--- src/rtl/reg_file_mp_if.sv ---
// Bus bundle for reg_file_mp: write port, two read ports, dst tap, sweep-clear control and FSM debug.
// Handshake: a write transfers at a posedge when wr_en && wr_ready; a write with wr_ready low or an out-of-range index is dropped and flagged on wr_err.
interface reg_file_mp_if #(
    parameter int DATA_W = 8,
    parameter int ADDR_W = 4
);
    logic              wr_en;
    logic [ADDR_W-1:0] wr_addr;
    logic [DATA_W-1:0] wr_data;
    logic              wr_ready;
    logic [ADDR_W-1:0] rd_a_addr;
    logic [DATA_W-1:0] rd_a_data;
    logic [ADDR_W-1:0] rd_b_addr;
    logic [DATA_W-1:0] rd_b_data;
    logic [DATA_W-1:0] dst_out;
    logic              clr_start;
    logic              clr_busy;
    logic              clr_done;
    logic              wr_err;
    logic [1:0]        dbg_state;

    modport master (
        output wr_en, wr_addr, wr_data, rd_a_addr, rd_b_addr, clr_start,
        input  wr_ready, rd_a_data, rd_b_data, dst_out, clr_busy, clr_done, wr_err, dbg_state
    );

    modport slave (
        input  wr_en, wr_addr, wr_data, rd_a_addr, rd_b_addr, clr_start,
        output wr_ready, rd_a_data, rd_b_data, dst_out, clr_busy, clr_done, wr_err, dbg_state
    );
endinterface

--- src/rtl/reg_file_mp.sv ---
// Parametrised multi-port register file with optional write bypass, dst tap,
// and a one-entry-per-cycle sweep-clear sequencer.
module reg_file_mp #(
    parameter int DATA_W   = 8,
    parameter int ADDR_W   = 4,
    parameter int NUM_REGS = 16,
    parameter int DST_IDX  = 15,
    parameter int BYPASS   = 1
) (
    input logic          CLK,
    input logic          RESET,
    reg_file_mp_if.slave bus
);
    localparam logic [1:0] ST_IDLE  = 2'd0;
    localparam logic [1:0] ST_CLEAR = 2'd1;
    localparam logic [1:0] ST_DONE  = 2'd2;

    localparam logic [ADDR_W:0]   NUM_REGS_X = (ADDR_W + 1)'(NUM_REGS);
    localparam logic [ADDR_W-1:0] LAST_IDX   = ADDR_W'(NUM_REGS - 1);

    logic [1:0]        state_q, state_d;
    logic [ADDR_W-1:0] cursor_q, cursor_d;
    logic              wr_err_q, wr_err_d;
    logic [DATA_W-1:0] regs_q [NUM_REGS];

    logic              wr_ready;
    logic              wr_acc;
    logic [DATA_W-1:0] rd_a, rd_b;

    function automatic logic in_range(input logic [ADDR_W-1:0] a);
        return {1'b0, a} < NUM_REGS_X;
    endfunction

    assign wr_ready = (state_q != ST_CLEAR);
    assign wr_acc   = bus.wr_en && wr_ready && in_range(bus.wr_addr);
    assign wr_err_d = bus.wr_en && !wr_acc;

    always_comb begin
        state_d  = state_q;
        cursor_d = cursor_q;
        case (state_q)
            ST_IDLE: begin
                if (bus.clr_start) begin
                    state_d  = ST_CLEAR;
                    cursor_d = '0;
                end
            end
            ST_CLEAR: begin
                // clr_start is deliberately not looked at here: a sweep never restarts itself.
                if (cursor_q == LAST_IDX) begin
                    state_d = ST_DONE;
                end else begin
                    cursor_d = cursor_q + 1'b1;
                end
            end
            ST_DONE: begin
                state_d  = bus.clr_start ? ST_CLEAR : ST_IDLE;
                cursor_d = '0;
            end
            default: begin
                state_d  = ST_IDLE;
                cursor_d = '0;
            end
        endcase
    end

    always_ff @(posedge CLK or posedge RESET) begin
        if (RESET) begin
            state_q  <= ST_IDLE;
            cursor_q <= '0;
            wr_err_q <= 1'b0;
        end else begin
            state_q  <= state_d;
            cursor_q <= cursor_d;
            wr_err_q <= wr_err_d;
        end
    end

    // Writes are never accepted in CLEAR, so the sweep and a write cannot collide.
    always_ff @(posedge CLK or posedge RESET) begin
        if (RESET) begin
            for (int i = 0; i < NUM_REGS; i++) begin
                regs_q[i] <= '0;
            end
        end else if (state_q == ST_CLEAR) begin
            regs_q[cursor_q] <= '0;
        end else if (wr_acc) begin
            regs_q[bus.wr_addr] <= bus.wr_data;
        end
    end

    always_comb begin
        rd_a = '0;
        if (in_range(bus.rd_a_addr)) begin
            rd_a = regs_q[bus.rd_a_addr];
        end
        if (BYPASS != 0 && wr_acc && bus.wr_addr == bus.rd_a_addr) begin
            rd_a = bus.wr_data;
        end
    end

    always_comb begin
        rd_b = '0;
        if (in_range(bus.rd_b_addr)) begin
            rd_b = regs_q[bus.rd_b_addr];
        end
        if (BYPASS != 0 && wr_acc && bus.wr_addr == bus.rd_b_addr) begin
            rd_b = bus.wr_data;
        end
    end

    assign bus.wr_ready  = wr_ready;
    assign bus.rd_a_data = rd_a;
    assign bus.rd_b_data = rd_b;
    assign bus.dst_out   = regs_q[DST_IDX];
    assign bus.clr_busy  = (state_q == ST_CLEAR);
    assign bus.clr_done  = (state_q == ST_DONE);
    assign bus.wr_err    = wr_err_q;
    assign bus.dbg_state = state_q;
endmodule

--- src/flat_wrapper.sv ---
// flat-port wrapper written by rule: the top's interface ports become plain ports
module reg_file_mp_flat 
#(
    parameter int DATA_W   = 8,
    parameter int ADDR_W   = 4,
    parameter int NUM_REGS = 16,
    parameter int DST_IDX  = 15,
    parameter int BYPASS   = 1
)
  (CLK, RESET, bus_wr_en, bus_wr_addr, bus_wr_data, bus_rd_a_addr, bus_rd_b_addr, bus_clr_start, bus_wr_ready, bus_rd_a_data, bus_rd_b_data, bus_dst_out, bus_clr_busy, bus_clr_done, bus_wr_err, bus_dbg_state);
  reg_file_mp_if #(.DATA_W(DATA_W), .ADDR_W(ADDR_W)) bus_i ();
  input logic CLK;
  input logic RESET;
  input wire logic [$bits(bus_i.wr_en)-1:0] bus_wr_en;
  input wire logic [$bits(bus_i.wr_addr)-1:0] bus_wr_addr;
  input wire logic [$bits(bus_i.wr_data)-1:0] bus_wr_data;
  input wire logic [$bits(bus_i.rd_a_addr)-1:0] bus_rd_a_addr;
  input wire logic [$bits(bus_i.rd_b_addr)-1:0] bus_rd_b_addr;
  input wire logic [$bits(bus_i.clr_start)-1:0] bus_clr_start;
  output wire logic [$bits(bus_i.wr_ready)-1:0] bus_wr_ready;
  output wire logic [$bits(bus_i.rd_a_data)-1:0] bus_rd_a_data;
  output wire logic [$bits(bus_i.rd_b_data)-1:0] bus_rd_b_data;
  output wire logic [$bits(bus_i.dst_out)-1:0] bus_dst_out;
  output wire logic [$bits(bus_i.clr_busy)-1:0] bus_clr_busy;
  output wire logic [$bits(bus_i.clr_done)-1:0] bus_clr_done;
  output wire logic [$bits(bus_i.wr_err)-1:0] bus_wr_err;
  output wire logic [$bits(bus_i.dbg_state)-1:0] bus_dbg_state;
  assign bus_i.wr_en = bus_wr_en;
  assign bus_i.wr_addr = bus_wr_addr;
  assign bus_i.wr_data = bus_wr_data;
  assign bus_i.rd_a_addr = bus_rd_a_addr;
  assign bus_i.rd_b_addr = bus_rd_b_addr;
  assign bus_i.clr_start = bus_clr_start;
  assign bus_wr_ready = bus_i.wr_ready;
  assign bus_rd_a_data = bus_i.rd_a_data;
  assign bus_rd_b_data = bus_i.rd_b_data;
  assign bus_dst_out = bus_i.dst_out;
  assign bus_clr_busy = bus_i.clr_busy;
  assign bus_clr_done = bus_i.clr_done;
  assign bus_wr_err = bus_i.wr_err;
  assign bus_dbg_state = bus_i.dbg_state;
  reg_file_mp #(.DATA_W(DATA_W), .ADDR_W(ADDR_W), .NUM_REGS(NUM_REGS), .DST_IDX(DST_IDX), .BYPASS(BYPASS)) u_core (.CLK(CLK), .RESET(RESET), .bus(bus_i));
endmodule
--- config.mk ---
export PLATFORM = sky130hd
export DESIGN_NAME = reg_file_mp_flat
export DESIGN_NICKNAME = d
export VERILOG_FILES = /design/src/rtl/reg_file_mp_if.sv /design/src/rtl/reg_file_mp.sv /design/src/flat_wrapper.sv
export SDC_FILE = /design/constraint.sdc
export NUM_CORES = 1
export LEC_CHECK = 0
export BUFFER_PORTS_ARGS = -buffer_cell sky130_fd_sc_hd__clkbuf_2
export CAP_MARGIN = 20
export CORE_AREA = 2 2 144 146
export DETAILED_ROUTE_END_ITERATION = 16
export DIE_AREA = 0 0 146 148
export PLACE_DENSITY_LB_ADDON = 0.25
export SYNTH_ARGS = -nofsm -noshare
export SYNTH_HDL_FRONTEND = slang
export SYNTH_SLANG_ARGS = --single-unit
--- constraint.sdc ---
create_clock -name CLK -period 3.5 [get_ports CLK]
set_input_delay 0 -clock CLK [delete_from_list [all_inputs] [get_ports CLK]]
set_output_delay 0 -clock CLK [all_outputs]
set_load 0.1 [all_outputs]
# Word level (Yosys, flattened, before mapping)
# Cells that the tools add are included.
# Widths: inputs -> output; s select.
dict set report op_classes {
  add_sub_neg 1
  magnitude_cmp 6
  bitwise_logic 6
  n_div 0
  n_reduce_logical 11
  eq_ne 9
  shifts 0
  n_mul 0
  muxes 22
}
# operator count
set ops {}
lappend ops {{$mux 128} 2}
lappend ops {{$and 128x128->128} 1}
lappend ops {{$bwmux 128} 1}
lappend ops {{$not 128->128} 1}
lappend ops {{$bmux 8 s4} 2}
lappend ops {{$demux 8 s4} 2}
lappend ops {{$mux 8} 8}
lappend ops {{$ge 5x5->1 const B} 4}
lappend ops {{$not 4->5} 4}
lappend ops {{$lt 5x1->1 const B} 2}
lappend ops {{$eq 4x4->1} 2}
lappend ops {{$mux 4} 2}
lappend ops {{$pmux 4 s2} 1}
lappend ops {{$logic_and 1x1->1} 6}
lappend ops {{$pmux 2 s3} 1}
lappend ops {{$add 4x1->4 const B} 1}
lappend ops {{$eq 4x4->1 const B} 1}
lappend ops {{$mux 2} 2}
lappend ops {{$ne 2x1->1 const B} 2}
lappend ops {{$ne 2x2->1 const B} 2}
lappend ops {{$reduce_and 2->1} 2}
lappend ops {{$eq 2x1->1 const B} 1}
lappend ops {{$eq 2x2->1 const B} 1}
lappend ops {{$logic_not 2->1} 1}
lappend ops {{3 further kinds} 3}
dict set report totals {
  mem_count 0
  register_bits 135
  latch_bits 0
  output_inout_bits 30
  wordCells 74
  mem_bits_ro 0
  ram_bits 0
}

# Depth between registers and ports, before layout
# Gate-level depths: netlist of run 1.
dict set report depth {
  word_depth 8
  depth_mapped 6
  depth_no_buf 6
}

# Worst setup path before layout of run 1
# Ideal clock, no wire load.
dict set report synth_path {
  path_type {register to output}
  from {reg u_core.state_q[1], in the netlist u_core.bus.dbg_state[1]}
  to {out bus_rd_a_data[0]}
  path_buffers 1
  required_time_ns 3.500
  slack_ns 0.555
  stages_incl_launch_ff 6
  t_arrival_ns 2.945
  cell_sequence {dfrtp_1 -> nand2b_1 -> buf_2 -> nand2_1 -> nor3_4 -> mux2_2}
}
dict set report synth_via {
  elab_chain_cells 4
}
# item line
set synth_rtl {}
lappend synth_rtl {{from (decl)} reg_file_mp.sv:21} ;# logic [1:0] state_q, state_d;
lappend synth_rtl {{from (signal assigned)} reg_file_mp.sv:73} ;# state_q <= state_d;
lappend synth_rtl {{$ne 2x1->1} reg_file_mp.sv:34} ;# assign wr_ready = (state_q != ST_CLEAR);
lappend synth_rtl {{named net bus_wr_ready} flat_wrapper.sv:20} ;# output wire logic [$bits(bus_i.wr_ready)-1:0] bus_wr_ready;
lappend synth_rtl {{$logic_and 1x1->1} reg_file_mp.sv:35} ;# assign wr_acc = bus.wr_en && wr_ready && in_range(bus.wr_addr);
lappend synth_rtl {{$logic_and 1x1->1} reg_file_mp.sv:97} ;# if (BYPASS != 0 && wr_acc && bus.wr_addr == bus.rd_a_addr) begin
lappend synth_rtl {{$mux 8} reg_file_mp.sv:97}
lappend synth_rtl {{to (decl)} flat_wrapper.sv:21} ;# output wire logic [$bits(bus_i.rd_a_data)-1:0] bus_rd_a_data;
# The timed path passes the listed nets, and every way through them passes these cells.

# Final worst setup path of run 1
dict set report layout_path {
  from {reg u_core.state_q[1], in the netlist u_core.bus.dbg_state[1]}
  to {out bus_rd_b_data[2]}
}
dict set report layout_via {
  elab_chain_cells 4
}
# item line
set layout_rtl {}
lappend layout_rtl {{$ne 2x1->1} reg_file_mp.sv:34}
lappend layout_rtl {{$logic_and 1x1->1} reg_file_mp.sv:35}
lappend layout_rtl {{$logic_and 1x1->1} reg_file_mp.sv:107} ;# if (BYPASS != 0 && wr_acc && bus.wr_addr == bus.rd_b_addr) begin
lappend layout_rtl {{$mux 8} reg_file_mp.sv:107}
lappend layout_rtl {{to (decl)} flat_wrapper.sv:22} ;# output wire logic [$bits(bus_i.rd_b_data)-1:0] bus_rd_b_data;
# Every way passes these cells.

==> results of run 1 <==
-- timing repair --
item                                   4_1_cts  5_1_grt
endpoints found under the hold margin       48        0
hold buffers                                 3        0
resized for setup                            0        0
-- synth_stat cells, types with 7 or more instances --
cell,count
a22o_1,120
buf_1,9
nand3_1,12
mux4_2,64
mux2_2,17
buf_4,8
dfrtp_1,135
a21oi_1,11
o21ai_0,8
mux2i_1,48
clkbuf_1,26
nor2_1,22
inv_1,8
nand2_1,11
xnor2_1,7
buf_2,16
-- cells by family after synthesis --
family / share of synthesized area
AO/OA/AOI/OAI: 0.1611
XOR/XNOR: 0.01028
adder cells (fa/ha/maj): 0.008155
buffers and inverters: 0.04029
flip-flops: 0.4404
multiplexers: 0.2755
AND/OR/NAND/NOR: 0.06426
-- power by group through the flow --
stage | clock network, mW | registers (mW) | logic, mW
after floorplan | 0 | 2.48 | 2.53
after global placement | 0 | 2.57 | 3.07
after detailed placement | 0 | 2.60 | 3.12
after CTS | 1.84 | 2.58 | 3.13
after global routing | 1.91 | 2.66 | 3.28
final | 1.82 | 2.60 | 3.13
-- path summary, 6_finish.rpt --
kind | cells past startpoint | end | start
max | 5 | bus_rd_b_data[2] | u_core.bus.dbg_state[1]
min | 3 | u_core.regs_q[107] | RESET
max reg2reg | 5 | u_core.regs_q[126] | u_core.bus.dbg_state[0]
min reg2reg | 1 | u_core.regs_q[19] | u_core.regs_q[19]
max in group asynchronous | 4 | u_core.regs_q[127] | RESET
min in group CLK | 3 | u_core.bus.dst_out[7] | bus_wr_data[7]
-- worst register-to-register path, delay by kind of cell, from the launching register on --
kind            cells  cell delay, ps
flops               1             570
buf+inv             1             270
simple gates        2             410
compound gates      2            1010
-- final cells by class --
class                   count  area, um2
fillers                  1875      11230
well taps                 270      337.8
repair buffers             73      473.0
multi-input cells         374       3984
clock inverters             7      91.34
diodes                      1      2.502
flip-flops and latches    135       3378
clock buffers              25      505.5
inverters                  10      41.29
-- per-stage QoR --
step                setup slack (ps)  instance area, um2  instances  hold WS (ps)
floorplan                      555.4                7675        578         199.3
global placement                1143                8164        858         227.9
detailed placement              1078                8164        858         241.6
CTS                            622.7                8791        893         143.5
global route                   460.5                8813        895         12.23
finish                         626.8                8813        895         13.25
-- placed cells by master (no fill, tap or decap), drive strengths merged, types with 4 or more instances in the layout --
| cell type | synthesis | routed |
|---|---|---|
| nand2 | 11 | 11 |
| clkinv | 0 | 4 |
| nand3 | 12 | 12 |
| buf | 33 | 17 |
| o21ai | 8 | 8 |
| nand2b | 5 | 5 |
| and2 | 5 | 5 |
| nor3 | 8 | 8 |
| nor2 | 25 | 25 |
| mux4 | 64 | 64 |
| clkbuf | 26 | 78 |
| a32oi | 4 | 4 |
| inv | 10 | 9 |
| a22o | 120 | 120 |
| mux2i | 48 | 48 |
| ha | 5 | 5 |
| dfrtp | 135 | 135 |
| mux2 | 17 | 17 |
| a21oi | 13 | 13 |
| xnor2 | 7 | 7 |
-- sequential cells by signal, summed over array words and instances, names as in the netlist --
| signal | flops |
|---|---|
| u_core.bus.dst_out | 8 |
| u_core.cursor_q | 4 |
| u_core.regs_q | 120 |
| u_core.bus.dbg_state | 2 |
| u_core.bus.wr_err | 1 |
-- layer usage --
| metal | share of wire | track usage |
|---|---|---|
| met5 | 0 | 0 |
| met3 | 0.060 | 0.04352 |
| met2 | 0.50 | 0.3658 |
| met1 | 0.40 | 0.2988 |
| met4 | 0.037 | 0.1170 |
==> metrics.yaml, run 1 <==
status:
  status: "finished, final reports clean"
synthesis:
  yosysSeqAreaShare: 0.4404
  async_flop_share: 1.000
  syn_avg_cell_area_um2: 13.27
  synth_nets: 607
  synth_seq_cells: 135
  syn_area_um2: 7671
  ys_types: 39
  syn_inst: 578
  netlist.area_leader.share: 0.4404
  yosys.area.top_type: "dfrtp_1"
  ys.flop_type: "dfrtp_1"
  synth_edf_count: 0
  ys_warn_count: 0
  yosys-top-cells-area: "dfrtp_1 44%, mux4_2 19%, a22o_1 14%, mux2i_1 6.3%, mux2_2 2.5%"
timing:
  drv_slew: 0
  setup_viol: 0
  max-slew-margin-rel: 0.3467
  min_period_ps: 2873
  rsz0062_at_grt: "false"
  hold_viol: 0
  tightest_slew_ps: 979.9
  final.period_utilization: 0.8209
  skew_ps: 7.844
  maxClockFrequency_mhz: 348.0
  timing.setup.tns_ps: 0
grt:
  track_usage: 0.2285
  gr-total-overflow: 0
  antenna_found_initial: 1
  grt_pass1_wl_mm: 36.80
  grt_max_degree: 94
  grt_pass1_vias: 5894
critical_path:
  path_delay_family: "simple AND/OR/NAND/NOR gates"
  regToRegSetupSlack_ps: 1180
  critPathRequiredTime_ps: 3500
  path_cells: "nand2b_1, nand2_1, nor3_4, mux2_2, clkbuf_2"
  crit_buf_inv: 1
  cp.arrival_ps: 2870
  slowest_stage: "dfrtp_1"
  cp_max_fo: 11
  cp-start-kind: "register"
  path_class: "reg -> out"
  cp_slowest_stage_delay_ps: 500
  endpoint_kind: "output pin"
power_and_ir_drop:
  power_density_nw_per_um2: 857.1
  p_switching_mw: 3.193
  seq_power_share: 0.344
  clkPwrFrac: 0.241
  power_mw: 7.554
  switching_share: 0.4227
  intPower_mw: 4.361
  power.share.combinational: 0.415
  ir_drop_mv: 0.3092
  leakage_nw: 3.955
clocking:
  clkSinkCount: 135
  cts.clk_slew.worst_paths_ps: 60
  cts_tree: "built"
  numCtsBuffers: 17
  post-cts-setup-buffers: 0
  root_buffer: "clkbuf_16"
  htreeDepth: 4
  cts.path.max_buffers: 2
  clkLatencyLatePin_ps: 430
final_layout:
  area_growth_pct: 14.89
  fin_nets: 640
  drive_above_1_share: 0.3157
  final_util: 0.4398
placed_design:
  portBuffers: 53
  gp_congestion: 0.8492
  dp_hpwl_mm: 16.40
worst_hold_path:
  min_path_type: "in -> async"
drt:
  drcViolationCount: 0
  vias: 5674
  ant_nets: 0
  dr.pass1.iters: 5
  vias_per_cell: 6.340
  wl_mm: 23.97
  drt_iter0_drc: 574
  wl_per_cell_um: 26.78
floorplan:
  ios: 54
  rows: 52
  initial_core_util: 0.3828
  die_x_um: 146
  core_area_um2: 20040
  die-height_um: 148
  die_area_um2: 21610
flow_run:
  max_cap_violations: 0
Power figures use the tool's default switching activity.
==> inputs of run 2 (changes only) <==
--- a/config.mk
+++ b/config.mk
@@ -5,11 +5,12 @@
 export SDC_FILE = /design/constraint.sdc
 export NUM_CORES = 1
 export LEC_CHECK = 0
+export ABC_AREA = 1
 export BUFFER_PORTS_ARGS = -buffer_cell sky130_fd_sc_hd__clkbuf_2
 export CAP_MARGIN = 20
-export CORE_AREA = 2 2 144 146
+export CORE_AREA = 2 2 153 155
 export DETAILED_ROUTE_END_ITERATION = 16
-export DIE_AREA = 0 0 146 148
+export DIE_AREA = 0 0 155 157
 export PLACE_DENSITY_LB_ADDON = 0.25
 export SYNTH_ARGS = -nofsm -noshare
 export SYNTH_HDL_FRONTEND = slang
==> constraint.sdc (replaced) <==
create_clock -name CLK -period 2.6 [get_ports CLK]
set_input_delay 0 -clock CLK [delete_from_list [all_inputs] [get_ports CLK]]
set_output_delay 0 -clock CLK [all_outputs]
set_load 0.1 [all_outputs]
==> metrics.yaml, run 2 <==
critical_path:
  cp-start-kind: "register"
  critPathRequiredTime_ps: 2600  # -900 ps
  endpoint_kind: "output pin"
  regToRegSetupSlack_ps: 730  # -450 ps
  path_class: "reg -> out"
  ff2ff_path_depth: 7  # +2
  cp.arrival_ps: 2360  # -510 ps
  crit_start: "u_core.bus.dbg_state[0]"
  worstReg2RegStart: "u_core.bus.dbg_state[0]"
  timing.rr.end: "u_core.bus.dst_out[4]"
  cp_max_fo: 9  # -2
  cp-endpoint: "bus_rd_b_data[7]"
timing:
  timing.setup.tns_ps: 0  # unchanged
  tightest_slew_ps: 1005  # +25.49 ps
  drv_slew: 0  # unchanged
  fin_ws_ps: 243.3  # -383.5 ps
  setup_viol: 0  # unchanged
  max-slew-margin-rel: 0.3290  # -0.01773
  maxClockFrequency_mhz: 424.3
  hold_viol: 0  # unchanged
  rsz0062_at_grt: "false"
  skew_ps: 4.419  # -3.425 ps
  final.period_utilization: 0.9064
  min_period_ps: 2357
drt:
  dr.pass1.iters: 6  # +1
  vias_per_cell: 5.638  # -11%
  wl_per_cell_um: 20.47  # -24%
  vias: 8372  # +48%
  drcViolationCount: 0  # unchanged
  ant_nets: 0  # unchanged
  drt_iter0_drc: 953  # +66%
  wl_mm: 30.40  # +27%
power_and_ir_drop:
  seq_power_share: 0.303  # -0.041
  switching_share: 0.4285  # +0.005798
  intPower_mw: 5.556  # +27%
  p_switching_mw: 4.165  # +30%
  clkPwrFrac: 0.268  # +0.027
  power.share.combinational: 0.429  # +0.014
  leakage_nw: 5.101  # +29%
  power_density_nw_per_um2: 965.6  # +13%
  power_mw: 9.721  # +29%
  ir_drop_mv: 0.4389  # +42%
grt:
  grt_pass1_wl_mm: 47.12  # +28%
  grt_pass1_vias: 7938  # +35%
  track_usage: 0.2569  # +0.02838
  grt_max_degree: 42  # -55%
  antenna_found_initial: 0  # -1
  gr-total-overflow: 0  # unchanged
placed_design:
  dp_hpwl_mm: 20.82  # +27%
  portBuffers: 53  # unchanged
  dp_cells: 1450  # +69%
  gp_congestion: 0.9257  # +9.0%
  pre_cts_slack_ps: 555.0  # -522.5 ps
clocking:
  htreeDepth: 4  # unchanged
  root_buffer: "clkbuf_16"
  clkLatencyLatePin_ps: 430  # about the same
  cts_hold_buf: 3  # unchanged
  cts.path.max_buffers: 2  # unchanged
  post-cts-setup-buffers: 0  # unchanged
  ctsResizeCount: 0  # unchanged
  cts_tree: "built"
  numCtsBuffers: 17  # unchanged
  cts.clk_slew.worst_paths_ps: 60  # about the same
  clkSinkCount: 135  # unchanged
floorplan:
  die_area_um2: 24340  # +13%
  core_area_um2: 22500  # +12%
  die_x_um: 155  # +6.2%
  rows: 55  # +5.8%
  initial_core_util: 0.3878  # +0.005018
  ios: 54  # unchanged
  die-height_um: 157  # +6.1%
synthesis:
  synth_edf_count: 0  # unchanged
  yosys.area.top_type: "dfrtp_1"
  syn_area_um2: 8727  # +14%
  synth_seq_cells: 135  # unchanged
  ys_warn_count: 0  # unchanged
  post-synth-top-count-cell: "nand2_1"
  synth_nets: 1190  # +96%
  async_flop_share: 1.000  # unchanged
  yosys-top-cells-area: "dfrtp_1 39%, nand2_1 14%, nand3_1 13%, o22ai_1 6.9%, inv_1 6.8%"
  syn_inst: 1161  # +100%
  syn_avg_cell_area_um2: 7.517  # -43%
  ys_types: 33  # -15%
  yosys-top-cells-count: "336 x nand2_1, 235 x nand3_1, 158 x inv_1, 135 x dfrtp_1, 96 x o22ai_1"
  ys.flop_type: "dfrtp_1"
  netlist.area_leader.share: 0.3871  # -0.05329
  yosysSeqAreaShare: 0.3871  # -0.05329
final_layout:
  n_antenna_cell: 0  # -1
  fin_nets: 1216  # +90%
  area_growth_pct: 15.36
  mostFrequentLayoutCells: "336 x nand2_1, 235 x nand3_1, 156 x inv_1"
  top_register: "u_core.regs_q"
  layout_commonest_cell: "nand2_1"
  drive_above_1_share: 0.1558  # -0.1599
  fin_cells: 1485  # +66%
  largest_register_ffs: 120  # unchanged
worst_hold_path:
  min_path_type: "in -> async"
flow_run:
  max_cap_violations: 0  # unchanged
status:
  status: "finished, final reports clean"
-- run 2: critical path, stage by stage, from the launching register on --
cell and delay [ps]:
dfrtp_1 450, inv_2 100, nor2_4 60, nor2_8 260
nand2_4 80, nor3_4 420, inv_4 110, nand2_1 90
nand2_1 130, buf_12 210
-- run 2: through the flow --
stage	cell area (um2)	util	hold slack (ps)
2_1_floorplan	8731	-	145.6
3_3_place_gp	9405	0.4180	72.06
3_5_place_dp	9405	0.4180	80.76
4_1_cts	10070	0.4474	182.4
5_1_grt	10070	0.4474	210.7
6_report	10070	0.4474	160.6
-- run 2: final cells by class --
cell class,count,area (um2)
inverters,164,621.8
fillers,2280,12440
multi-input cells,793,4355
flip-flops and latches,135,3378
well taps,285,356.6
clock buffers,20,456.7
clock inverters,12,175.2
repair buffers,76,723.2
-- run 2: cell families after synthesis --
kind of cell | Yosys count | share of synthesized area
simple gates | 648 | 0.3665
compound gates | 136 | 0.1206
flops | 135 | 0.3871
buf+inv | 233 | 0.1138
xor+xnor | 4 | 0.004876
fa+ha+maj | 5 | 0.007168
-- run 2: metal layers --
layer / track usage / routed length, um
met2: 0.4201 / 14480
met5: 0 / 0
met1: 0.3339 / 12450
met3: 0.03469 / 2046
met4: 0.1323 / 1421
-- run 2: power by group through the flow --
stage                     registers, mW  logic, mW  clock network, mW
after global placement             2.96       4.08                  0
after global routing               3.01       4.50               2.71
after CTS                          2.95       4.14               2.63
after detailed placement           2.98       4.12                  0
after floorplan                    3.01       3.14                  0
final                              2.95       4.17               2.60
-- run 2: worst min path at each step --
| stage | slack (ps) | to | startpoint |
|---|---|---|---|
| 3_3_place_gp | 70 | u_core.regs_q[68] | RESET |
| 5_1_grt | 210 | u_core.regs_q[68] | RESET |
| 6_report | 160 | u_core.regs_q[68] | RESET |
| 2_1_floorplan | 150 | u_core.bus.dbg_state[0] | bus_clr_start |
| 3_5_place_dp | 80 | u_core.regs_q[73] | RESET |
| 4_1_cts | 180 | u_core.regs_q[73] | RESET |
